==> src/rtl/addn_serial_pkg.sv <==
// rtl/addn_serial_pkg.sv - shared types and sizing helpers for the digit-serial adder
package addn_serial_pkg;

    typedef enum logic [1:0] {
        IDLE = 2'd0,
        RUN  = 2'd1,
        DONE = 2'd2
    } state_t;

    function automatic int steps(input int width, input int digit);
        return width / digit;
    endfunction

    function automatic int cnt_w(input int n);
        return (n <= 2) ? 1 : $clog2(n);
    endfunction

endpackage

==> src/rtl/addn_digit.sv <==
// rtl/addn_digit.sv - combinational DIGIT-bit ripple slice built from full-adder cells
module addn_digit #(
    parameter int DIGIT = 1
) (
    input  logic [DIGIT-1:0] a,
    input  logic [DIGIT-1:0] b,
    input  logic             ci,
    output logic [DIGIT-1:0] s,
    output logic             co,
    output logic             c_msb
);

    always_comb begin
        logic cy;
        cy    = ci;
        c_msb = ci;
        s     = '0;
        for (int i = 0; i < DIGIT; i++) begin
            // c_msb is the carry entering the top bit of the slice
            if (i == DIGIT - 1) c_msb = cy;
            s[i] = a[i] ^ b[i] ^ cy;
            cy   = (a[i] & b[i]) | (cy & (a[i] ^ b[i]));
        end
        co = cy;
    end

endmodule

==> src/rtl/addn_serial.sv <==
// rtl/addn_serial.sv - digit-serial adder with valid/ready on operand and result sides
module addn_serial
    import addn_serial_pkg::*;
#(
    parameter int WIDTH = 8,
    parameter int DIGIT = 1
) (
    input  logic             clk,
    input  logic             rst,
    input  logic             in_valid,
    output logic             in_ready,
    input  logic [WIDTH-1:0] a,
    input  logic [WIDTH-1:0] b,
    input  logic             ci,
    output logic             out_valid,
    input  logic             out_ready,
    output logic [WIDTH-1:0] sum,
    output logic             co,
    output logic             ovf
);

    localparam int STEPS = steps(WIDTH, DIGIT);
    localparam int CW    = cnt_w(STEPS);

    generate
        if (WIDTH < 1 || DIGIT < 1 || (WIDTH % DIGIT) != 0) begin : g_bad_params
            $error("addn_serial: WIDTH must be >= 1 and a multiple of DIGIT");
        end
    endgenerate

    state_t           state;
    logic [CW-1:0]    cnt;
    logic [WIDTH-1:0] a_sh;
    logic [WIDTH-1:0] b_sh;
    logic [WIDTH-1:0] sum_sh;
    logic             carry;
    logic [WIDTH-1:0] sum_q;
    logic             co_q;
    logic             ovf_q;

    logic [DIGIT-1:0] d_s;
    logic             d_co;
    logic             d_c_msb;
    logic [WIDTH-1:0] sum_next;
    logic             last;

    addn_digit #(.DIGIT(DIGIT)) u_digit (
        .a     (a_sh[DIGIT-1:0]),
        .b     (b_sh[DIGIT-1:0]),
        .ci    (carry),
        .s     (d_s),
        .co    (d_co),
        .c_msb (d_c_msb)
    );

    // New digit enters at the top so the LSB digit ends up at bit 0 after STEPS shifts
    assign sum_next = (sum_sh >> DIGIT) | (WIDTH'(d_s) << (WIDTH - DIGIT));
    assign last     = (cnt == CW'(STEPS - 1));

    always_ff @(posedge clk or posedge rst) begin
        if (rst) begin
            state  <= IDLE;
            cnt    <= '0;
            a_sh   <= '0;
            b_sh   <= '0;
            sum_sh <= '0;
            carry  <= 1'b0;
            sum_q  <= '0;
            co_q   <= 1'b0;
            ovf_q  <= 1'b0;
        end else begin
            case (state)
                IDLE: begin
                    if (in_valid) begin
                        a_sh   <= a;
                        b_sh   <= b;
                        carry  <= ci;
                        cnt    <= '0;
                        sum_sh <= '0;
                        state  <= RUN;
                    end
                end
                RUN: begin
                    a_sh   <= a_sh >> DIGIT;
                    b_sh   <= b_sh >> DIGIT;
                    sum_sh <= sum_next;
                    carry  <= d_co;
                    cnt    <= cnt + CW'(1);
                    if (last) begin
                        sum_q <= sum_next;
                        co_q  <= d_co;
                        ovf_q <= d_co ^ d_c_msb;
                        state <= DONE;
                    end
                end
                DONE: begin
                    if (out_ready) state <= IDLE;
                end
                default: state <= IDLE;
            endcase
        end
    end

    // Gating with rst keeps in_ready low while reset holds the FSM in IDLE
    assign in_ready  = (state == IDLE) && !rst;
    assign out_valid = (state == DONE);
    assign sum       = sum_q;
    assign co        = co_q;
    assign ovf       = ovf_q;

endmodule

==> config.mk <==
export PLATFORM = sky130hd
export DESIGN_NAME = addn_serial
export DESIGN_NICKNAME = d
export VERILOG_FILES = /design/src/rtl/addn_serial_pkg.sv /design/src/rtl/addn_digit.sv /design/src/rtl/addn_serial.sv
export SDC_FILE = /design/constraint.sdc
export NUM_CORES = 1
export LEC_CHECK = 0
export BUFFER_PORTS_ARGS = -buffer_cell sky130_fd_sc_hd__buf_4
export CORE_MARGIN = 3
export CORE_UTILIZATION = 43
export CTS_CLUSTER_SIZE = 25
export DETAILED_ROUTE_END_ITERATION = 8
export HOLD_SLACK_MARGIN = 0.08
export REMOVE_ABC_BUFFERS = 1
export SKIP_CTS_REPAIR_TIMING = 1
export SLEW_MARGIN = 30
export SYNTH_ARGS = -nofsm -noshare
export SYNTH_HDL_FRONTEND = slang
export SYNTH_SLANG_ARGS = --single-unit
==> constraint.sdc <==
create_clock -name clk -period 3.4 [get_ports clk]
set_input_delay 0.17 -clock clk [delete_from_list [all_inputs] [get_ports clk]]
set_output_delay 0.17 -clock clk [all_outputs]
set_load 0.01 [all_outputs]
# Word level (Yosys, flattened, before mapping)
# Index checks and enable logic that the tools add are counted.
dict set report totals {
  reg_bits 40
  input_bits 21
  elab_cells 44
  output_inout_bits 12
}
dict set report op_classes {
  n_eq_ne 6
  add_sub_neg 1
  n_reduce_logical 7
  bitwise_logic 7
  muxes 14
}
# op n
set ops {}
lappend ops {{case mux 8 bit (2 select lines)} 3}
lappend ops {{2-to-1 mux 8 bit} 3}
lappend ops {{bitwise OR 7 x 8 -> 8 bit} 1}
lappend ops {{2-to-1 mux 2 bit} 3}
lappend ops {{case mux 2 bit (3 select lines)} 1}
lappend ops {{case mux 3 bit (2 select lines)} 1}
lappend ops {{!= test 2 bit (second input constant)} 2}
lappend ops {{AND reduction 2 bit} 2}
lappend ops {{adder 3 x 1 -> 3 bit (second input constant)} 1}
lappend ops {{equality test 3 bit (second input constant)} 1}
lappend ops {{2-to-1 mux 3 bit} 1}
lappend ops {{AND reduction 3 bit} 1}
lappend ops {{bitwise XOR 1 bit} 3}
lappend ops {{bitwise AND 1 bit} 2}
lappend ops {{equality test 2 x 1 -> 1 bit (second input constant)} 1}
lappend ops {{equality test 2 bit (second input constant)} 1}
lappend ops {{logical NOT 2 bit} 1}
lappend ops {{!= test 2 x 1 -> 1 bit (second input constant)} 1}
lappend ops {{case mux 1 bit (2 select lines)} 1}
lappend ops {{nonzero test 2 bit} 1}
lappend ops {{logical AND 1 bit} 1}
lappend ops {{logical NOT 1 bit} 1}
lappend ops {{2-to-1 mux 1 bit} 1}
lappend ops {{bitwise OR 1 bit} 1}

# Longest topological paths before layout
# Gate-level depths: netlist of the first run.
dict set report depth {
  depth_word 4
  mapped_depth 6
  mapped_depth_nobuf 5
}

# Hierarchy
# Synthesis of the first run repeated with hierarchy kept, for this count alone.
dict set report unflattened {
  cells_unflattened 156
  hier_area_um2 1854.3
}
# module seq_area_each_um2 area_each_um2 cells_per_inst n_inst
set by_module_without_submodules {}
lappend by_module_without_submodules {addn_serial 975.9 1826.8 154 1}
lappend by_module_without_submodules {addn_digit 0.0 27.5 2 1}

# Worst setup path before layout of the first run
# Ideal clock, no wire load.
dict set report synth_timing {
  path_type {reg2reg}
  from {register cnt[0]}
  to {register sum_q[0] (netlist: sum[0])}
  required_time_ns 3.275
  setup_slack_ns 1.977
  stages_incl_launch_ff 6
  path_buffers 1
  setup_ns 0.125
  arrival_ns 1.297
  path_cell_list {dfrtp_1 > ha_1 > ha_1 > nand3b_4 > buf_6 > mux2_4}
}
dict set report synth_via {
  elab_chain_len 2
}
# item line
set synth_lines {}
lappend synth_lines {{from (decl)} addn_serial.sv:32} ;# logic [CW-1:0] cnt;
lappend synth_lines {{from (signal assigned)} addn_serial.sv:88} ;# cnt <= cnt + CW'(1);
lappend synth_lines {{equality test 3 bit} addn_serial.sv:58} ;# assign last = (cnt == CW'(STEPS - 1));
lappend synth_lines {{AND reduction 2 bit (no line)} n/a}
lappend synth_lines {{to (signal assigned)} addn_serial.sv:90} ;# sum_q <= sum_next;
lappend synth_lines {{to (decl)} addn_serial.sv:37} ;# logic [WIDTH-1:0] sum_q;
# No other way between the ends.
# A chain may end at the register's enable or synchronous reset.

# Worst setup path after layout of the first run
dict set report layout_timing {
  from {register state[0]}
  to {register a_sh[5]}
}
dict set report layout_via {
  elab_chain_len 3
  word_cells_on_any_way 6
  classes_between {eq/ne: 2; mux: 1; reduce/logical: 3}
}
# item line
set layout_lines {}
lappend layout_lines {{from (decl)} addn_serial.sv:31} ;# state_t state;
lappend layout_lines {{from (signal assigned)} addn_serial.sv:62} ;# state <= IDLE;
lappend layout_lines {{from (signal assigned)} addn_serial.sv:80} ;# state <= RUN;
lappend layout_lines {{from (signal assigned)} addn_serial.sv:93} ;# state <= DONE;
lappend layout_lines {{equality test 2 x 1 -> 1 bit / logical NOT 2 bit (equally long branches)} addn_serial.sv:72} ;# case (state)
lappend layout_lines {{nonzero test 2 bit (no line) / != test 2 bit (equally long branches)} n/a}
lappend layout_lines {{AND reduction 2 bit (no line)} n/a}
lappend layout_lines {{to (signal assigned)} addn_serial.sv:84} ;# a_sh <= a_sh >> DIGIT;
lappend layout_lines {{to (decl)} addn_serial.sv:33} ;# logic [WIDTH-1:0] a_sh;
# Several ways; a longest one is shown, not always the timed one.

==> results_dict.tcl, run 1 <==
set metrics [dict create \
    gp_congestion 0.707 \
    grt_first_pass_wirelength_um 6020 \
    drive_gt1_share_pct 35.0 \
    yosysMostFrequentCell "dfrtp_1" \
    rsz0062_at_grt "no" \
    placementRows 23 \
    hold_ws_ns 0.126 \
    htree_levels 2 \
    die_h_um 71.6 \
    maxSlewViolCount 0 \
    leakagePower_nw 1.05 \
    synth.distinct_cells 31 \
    clk_path_buf_depth 2 \
    status "completed" \
    viasPerCell 5.19 \
    finalCritPeriodShare_pct 56.4 \
    antenna_cells 0 \
    vias 1210 \
    drt-total-wl_um 3440 \
    synthTopCellsByCount "dfrtp_1, nor3b_1, nor2_1, nor3_1, a22o_1" \
    cts_tree "done" \
    min_path_type "input pin to flip-flop" \
    yosysTopAreaCellShare_pct 52.8 \
    fp.coreArea_um2 4090 \
    n_fill_cell 362 \
    synth_edf_count 0 \
    cts.sinks 39 \
    finalSetupViolations 0 \
    p_per_area_nw_per_um2 860 \
    slew_headroom_pct 47.9 \
    area_growth_pct 18.8 \
    clkTransAtPathRegs_ns 0.08 \
    ant_nets 0 \
    route.detailed.drc 0 \
    first_pass_iters 4 \
    fmax_ghz 0.522 \
    synthArstFlopShare_pct 100 \
    io_pins 33 \
    crit_arrival_ns 2.10 \
    drv_cap 0 \
    synth_seq_area_share_pct 52.8 \
    antenna_found_initial 0 \
    seqCellArea_um2 977 \
    fin_crit_ns 1.92 \
    place_hpwl_um 2320 \
    end_kind "flip-flop" \
    ys_warn_count 0 \
    cts-root-buf "clkbuf_8" \
    irDropWorstVdd_v 0.000337 \
    cts_made_buffers 5 \
    worstPathRequired_ns 3.58 \
    synth_area_per_cell_um2 12.2 \
    portBuffers 32 \
    ys.flop_type "dfrtp_1" \
    fin_nets 206 \
    grt.total_usage_pct 15.1 \
    worst_slew_pin_slew_ns 0.781 \
    wl_per_cell_um 14.8 \
    initial_core_util_pct 45.3 \
    design.die.area_um2 5120 \
    hold_viol 0 \
    clkLatencyLatePin_ns 0.29 \
    grt_overflow 0 \
    setup_tns_ns 0 \
    synth_top_area_cell "dfrtp_1" \
    netlist_top_cells_area "dfrtp_1, nor3b_1, nor3_2, a22o_1, mux2_4" \
    grt_max_degree 35 \
    die_w_um 71.6 \
    postSynthCellCount 152 \
    multiInputGateArea_um2 758 \
    worstPathMaxFanout 26 \
    crit_type "flip-flop to flip-flop" \
    drtIter0Drc 71 \
    grt_pass1_vias 1272 \
    finClkSkew_ns 0.0112 \
    cp-start-kind "flip-flop" \
    syn-cell-area_um2 1850 \
    ys_ff_latch 39 \
]
==> cells by family after synthesis <==
| logic type | synth area share (%) |
|---|---|
| mux | 5.89 |
| flops | 52.8 |
| xor+xnor | 0.474 |
| compound gates | 13.0 |
| simple gates | 19.2 |
| buf+inv | 6.22 |
| fa+ha+maj | 2.44 |
==> path summary, 6_finish.rpt <==
check                                          start              endpoint  slack (ns)  cells past startpoint
worst min-delay path                            b[7]   b_sh[7]$_DFFE_PP0P_        0.13                      2
max in group asynchronous                        rst  state[1]$_DFFE_PP0P_        2.16                      4
worst max-delay path            state[0]$_DFFE_PP0P_   a_sh[5]$_DFFE_PP0P_        1.48                      3
min in group asynchronous                        rst    sum[6]$_DFFE_PP0P_        0.49                      3
worst max register to register  state[0]$_DFFE_PP0P_   a_sh[5]$_DFFE_PP0P_        1.48                      3
worst min register to register       ovf$_DFFE_PP0P_       ovf$_DFFE_PP0P_        0.49                      2
==> registers in the layout, indices dropped and copies added, names as in the netlist <==
name,count
cnt,3
a_sh,8
carry,1
state,2
co,1
sum_sh,7
b_sh,8
sum,8
ovf,1
==> layer usage <==
layer / wire length, µm / vias up / GRT usage [%]
li1: - / 602 / -
met3: 185 / 6 / 4.63
met1: 1660 / 569 / 20.5
met5: 0 / - / 0
met2: 1540 / 33 / 23.0
met4: 55 / 0 / 5.64
==> power breakdown <==
group	switching [W]	internal, W	leakage [nW]
Combinational	0.000297	0.000375	0.508
Clock	0.000167	0.000218	0.0581
Sequential	0.000171	0.000662	0.484
Total	0.000635	0.00125	1.05
==> cell usage in the layout (no fill, tap or decap), drive strengths merged <==
| cell type | count |
|---|---|
| clkinv | 2 |
| o22a | 3 |
| a211oi | 1 |
| dlygate4sd3 | 2 |
| nand3b | 2 |
| ha | 2 |
| inv | 5 |
| buf | 33 |
| a32o | 2 |
| a22o | 9 |
| bufinv | 1 |
| clkbuf | 5 |
| xnor2 | 1 |
| dfrtp | 39 |
| o21bai | 1 |
| a21oi | 4 |
| a221o | 2 |
| fa | 1 |
| nor3b | 12 |
| nand2b | 6 |
| o221a | 1 |
| o21ai | 6 |
| o21ba | 1 |
| nand2 | 5 |
| nor2 | 10 |
| nor2b | 1 |
| nor3 | 18 |
| mux2 | 8 |
==> metrics by stage <==
stage	worst slack [ns]	utilization [%]	power, W	std cells	area, µm²
2_1_floorplan	1.75	-	0.00129	140	1750
3_3_place_gp	1.55	50.5	0.00149	223	2060
3_5_place_dp	1.46	50.5	0.00152	223	2060
4_1_cts	1.46	53.2	0.00191	231	2180
5_1_grt	1.33	53.8	0.00204	233	2200
6_report	1.48	53.8	0.00189	233	2200
==> layout make-up <==
class	count	share of cell area (%)
sequential	39	44.5
multi-input combinational	96	34.5
timing repair buffer	35	12.2
clock buffer	5	3.13
tap	50	2.85
clock inverter	3	1.99
inverter	5	0.854
==> critical path, cell delays in order (launching register included) <==
cell and delay (ns):
dfrtp_1 0.86, nand2b_1 0.51, o21ai_0 0.17, a221o_1 0.27
Power figures use the tool's default switching activity.
==> inputs of run 2 (changes only) <==
- PLACE_DENSITY: default -> 0.67
- clock period: 3.4 -> 1.66 ns (I/O delays scaled with it)
==> run 2 against run 1 <==
Worst hold slack lost 0.032 ns. Routed wire length fell by 1.3%. Non-clock buffer count up 8. Die area stayed put. Largest cell class unchanged. Utilization grew 0.86 points. Sequential cell count is the same. Sequential power is 98% higher. Clock power rose by 59%. Highest routed layer unchanged. Critical path type unchanged.
==> results_dict.tcl, run 2 (synthesis results as in run 1) <==
set metrics [dict create \
    crit_path_frequent_cell "ha_1" \
    wl_per_cell_um 14.1 \
    fmax_ghz 0.673 \
    hold_ws_ns 0.0944 \
    clkTransAtPathRegs_ns 0.08 \
    final_cell_mix "dfrtp_1, buf_4, nor3b_1" \
    p_per_area_nw_per_um2 1690 \
    grt_overflow 0 \
    end_kind "flip-flop" \
    startpoint "cnt[0]$_DFFE_PP0P_" \
    min_path_type "input pin to flip-flop" \
    worstPathMaxFanout 13 \
    drive_gt1_share_pct 36.1 \
    die_h_um 71.6 \
    crit_type "flip-flop to flip-flop" \
    viasPerCell 5.39 \
    drt-total-wl_um 3390 \
    r2r_cells 4 \
    cts.sinks 39 \
    multiInputGateArea_um2 758 \
    setup_tns_ns 0 \
    clk_path_buf_depth 2 \
    die_w_um 71.6 \
    min_delay_path_depth 3 \
    leakagePower_nw 1.08 \
    antenna_found_initial 0 \
    gp_congestion 0.729 \
    fp.coreArea_um2 4090 \
    fin_nets 214 \
    place_hpwl_um 2360 \
    finalCritPeriodShare_pct 89.5 \
    grt_pass1_vias 1231 \
    area_growth_pct 20.7 \
    antenna_cells 0 \
    clkLatencyLatePin_ns 0.29 \
    grt_max_degree 40 \
    fin_crit_ns 1.49 \
    design.die.area_um2 5120 \
    irDropWorstVdd_v 0.000647 \
    dp_slack_ns 0.178 \
    holdCritStartpoint "b[0]" \
    status "completed" \
    path_cells "ha_1 -> ha_1 -> nand3b_4 -> mux2_2" \
    seqCellArea_um2 976 \
    first_pass_iters 4 \
    crit_arrival_ns 1.66 \
    vias 1298 \
    worstPathRequired_ns 1.83 \
    drv_cap 0 \
    grt_first_pass_wirelength_um 5660 \
    grt.total_usage_pct 14.0 \
    portBuffers 32 \
    initial_core_util_pct 45.3 \
    cts-root-buf "clkbuf_8" \
    hold_viol 0 \
    max_stage_delay_ns 0.40 \
    n_fill_cell 369 \
    postLayoutSetupSlackWorst_ns 0.175 \
    maxSlewViolCount 0 \
    cp_slowest_cell "dfrtp_1" \
    route.detailed.drc 0 \
    htree_levels 2 \
    drtIter0Drc 69 \
    io_pins 33 \
    ant_nets 0 \
    placementRows 23 \
    r2r_start "cnt[0]$_DFFE_PP0P_" \
    finalSetupViolations 0 \
    worst_slew_pin_slew_ns 0.480 \
    rsz0062_at_grt "no" \
    finClkSkew_ns 0.00646 \
    cts_made_buffers 5 \
    cts_tree "done" \
    slew_headroom_pct 68.0 \
    cp-start-kind "flip-flop" \
]
==> run 2: cell types whose count changed in the layout (fill, tap and decap cells not counted), sizes merged <==
cell,change
buf,+6
clkinv,+1
dlygate4sd3,+2
bufinv,-1
==> run 2: metrics by stage <==
step                total power [W]  std cells  instance area [µm²]  util (%)
finish                      0.00376        241                 2230      54.6
global route                0.00405        241                 2230      54.6
CTS                         0.00381        237                 2190      53.6
detailed placement          0.00319        229                 2110      51.6
global placement            0.00311        229                 2110      51.6
floorplan                   0.00265        140                 1750         -
==> run 2: area by class of cell <==
type                    instances  share of cell area [%]
flip-flops and latches         39                    43.7
repair buffers                 43                    14.9
multi-input cells              96                    34.0
clock inverters                 3                   0.673
well taps                      50                    2.80
clock buffers                   5                    3.08
inverters                       5                   0.841
==> run 2: metal layers <==
metal / up-vias / wire (µm) / global-route usage, % / part of all wire [%]
li1: 617 / - / - / -
met1: 635 / 1580 / 18.8 / 47
met2: 39 / 1580 / 21.9 / 47
met3: 7 / 174 / 3.93 / 5.1
met4: 0 / 51 / 4.38 / 1.5
met5: - / 0 / 0 / 0
==> run 2: path summary, 6_finish.rpt <==
kind / to / slack [ns]
worst min register to register: co$_DFFE_PP0P_ / 0.49
worst max register to register: sum[6]$_DFFE_PP0P_ / 0.17
worst max-delay path: sum[6]$_DFFE_PP0P_ / 0.17
worst min-delay path: b_sh[0]$_DFFE_PP0P_ / 0.09
max in group asynchronous: b_sh[5]$_DFFE_PP0P_ / 0.85
min in group asynchronous: state[1]$_DFFE_PP0P_ / 0.48
==> run 2: report_power, final <==
| group | internal [W] | switching [W] |
|---|---|---|
| Sequential | 0.00136 | 0.000293 |
| Combinational | 0.000824 | 0.000680 |
| Clock | 0.000287 | 0.000324 |
==> run 2: critical path, delay by kind of cell (launching register included) <==
kind                     cells  cell delay, ns
adder cells (fa/ha/maj)      2            0.41
AND/OR/NAND/NOR              1            0.19
multiplexers                 1            0.35
flip-flops                   1            0.40
==> inputs of run 3 (changes only) <==
- CORE_UTILIZATION: 43 -> 49
- PLACE_DENSITY: 0.67 -> 0.74
==> run 3 against run 2 <==
First-iteration DRC count down 22%. Global-route usage up 5.2 points. Worst setup slack lost 0.029 ns. Largest power group unchanged. Critical path depth stayed put. Clock power grew 33%. Utilization is 10 points higher.
==> results_dict.tcl, run 3 (synthesis results as in run 1) <==
set metrics [dict create \
    status "completed" \
    initial_core_util_pct 52.9 \
    cts_tree "done" \
    irDropWorstVdd_v 0.000933 \
    multiInputGateArea_um2 758 \
    postLayoutSetupSlackWorst_ns 0.146 \
    r2r_start "cnt[0]$_DFFE_PP0P_" \
    slew_headroom_pct 69.9 \
    end_kind "flip-flop" \
    final_cell_mix "buf_4, dfrtp_1, nor3b_1" \
    area_growth_pct 22.7 \
    cp-start-kind "flip-flop" \
    fp.coreArea_um2 3490 \
    vias 1308 \
    place_hpwl_um 2500 \
    finClkSkew_ns 0.00303 \
    crit_arrival_ns 1.69 \
    grt_max_degree 37 \
    route.detailed.drc 0 \
    drtIter0Drc 54 \
    antenna_found_initial 0 \
    layout_commonest_cell "buf_4" \
    fin_nets 215 \
    design.die.area_um2 4550 \
    met1_usage_pct 26.3 \
    ant_nets 0 \
    dpl_cell_area_um2 2110 \
    dp.cells 226 \
    first_pass_iters 5 \
    gp_congestion 0.749 \
    grt_first_pass_wirelength_um 6500 \
    setup_tns_ns 0 \
    holdCritStartpoint "b[4]" \
    r2r_slack_ns 0.15 \
    rsz0062_at_grt "no" \
    clkLatencyLatePin_ns 0.29 \
    leakagePower_nw 1.10 \
    drt-total-wl_um 3550 \
    cts_made_buffers 5 \
    drv_cap 0 \
    r2r_cells 4 \
    p_sw_w 0.00132 \
    die_h_um 67.4 \
    grtUsageMet2_pct 29.4 \
    clk_path_buf_depth 2 \
    min_delay_path_depth 3 \
    portBuffers 32 \
    antenna_cells 0 \
    dp_slack_ns 0.155 \
    instances_no_fill 238 \
    clockPowerShare_pct 20.4 \
    seqCellArea_um2 976 \
    htree_levels 2 \
    die_w_um 67.4 \
    grt_overflow 0 \
    post-route-cell-area_um2 2270 \
    finalSetupViolations 0 \
    clkTransAtPathRegs_ns 0.07 \
    use_met3_pct 6.49 \
    viasPerCell 5.50 \
    power_switching_share_pct 33.0 \
    io_pins 33 \
    min_path_type "input pin to flip-flop" \
    wl_per_cell_um 14.9 \
    p_per_area_nw_per_um2 1760 \
    grt.total_usage_pct 19.2 \
    maxSlewViolCount 0 \
    r2r-end "sum[4]$_DFFE_PP0P_" \
    startpoint "cnt[0]$_DFFE_PP0P_" \
    grt-busiest-layer "met2" \
    p_total_w 0.00400 \
    finalCritPeriodShare_pct 91.2 \
    worst_slew_pin_slew_ns 0.452 \
    worstPathMaxFanout 13 \
    hold_viol 0 \
    worstPathRequired_ns 1.84 \
    n_fill_cell 290 \
    drive_gt1_share_pct 36.5 \
    endpoint "sum[4]$_DFFE_PP0P_" \
    power_frac_seq_pct 40.9 \
    grt_pass1_vias 1354 \
    crit_type "flip-flop to flip-flop" \
    fmax_ghz 0.660 \
    power.share.combinational_pct 38.7 \
    fin_crit_ns 1.51 \
    placementRows 21 \
    cts-root-buf "clkbuf_8" \
    cts.sinks 39 \
    p_int_w 0.00268 \
]
==> run 3: cell count changes in the layout (fill, tap and decap cells not counted) <==
cell	previous run	this run
clkinv_2	3	1
clkbuf_8	5	6
bufinv_16	0	1
buf_4	39	40
==> run 3: how the worst min path moves through the flow <==
stage	to	slack [ns]
4_1_cts	ovf$_DFFE_PP0P_	-0.33
5_1_grt	b_sh[0]$_DFFE_PP0P_	0.09
3_3_place_gp	sum[7]$_DFFE_PP0P_	-0.03
3_5_place_dp	ovf$_DFFE_PP0P_	-0.02
2_1_floorplan	state[1]$_DFFE_PP0P_	0.19
6_report	b_sh[4]$_DFFE_PP0P_	0.09
==> run 3: cell type report <==
cell class,instances,area share [%]
Tap cell,46,2.54
Multi-Input combinational cell,96,33.4
Sequential cell,39,43.0
Timing Repair Buffer,44,15.0
Clock buffer,6,3.64
Clock inverter,2,1.54
Inverter,5,0.827
==> run 3: per-layer routing <==
layer  vias up  wire, µm
li1        617         -
met1       645      1570
met2        42      1740
met3         4       208
met4         0        25
met5         -         0
==> run 3: worst max-delay path, stage by stage (launching register included) <==
cell	delay (ns)
dfrtp_1	0.40
ha_1	0.20
ha_1	0.22
nand3b_4	0.20
mux2_2	0.37
==> run 3: through the flow <==
| step | hold slack [ns] | utilization (%) |
|---|---|---|
| after floorplan | 0.191 | - |
| after detailed placement | -0.0182 | 60.4 |
| after global routing | 0.0936 | 64.9 |
| final | 0.0907 | 64.9 |
| after CTS | -0.334 | 63.8 |
| after global placement | -0.0254 | 60.4 |
==> run 3: power by group through the flow <==
stage	registers (W)	clock network, W	logic [W]
2_1_floorplan	0.00168	0	0.000968
3_3_place_gp	0.00163	0	0.00149
3_5_place_dp	0.00165	0	0.00155
4_1_cts	0.00164	0.000826	0.00156
5_1_grt	0.00170	0.000874	0.00174
6_report	0.00164	0.000814	0.00155
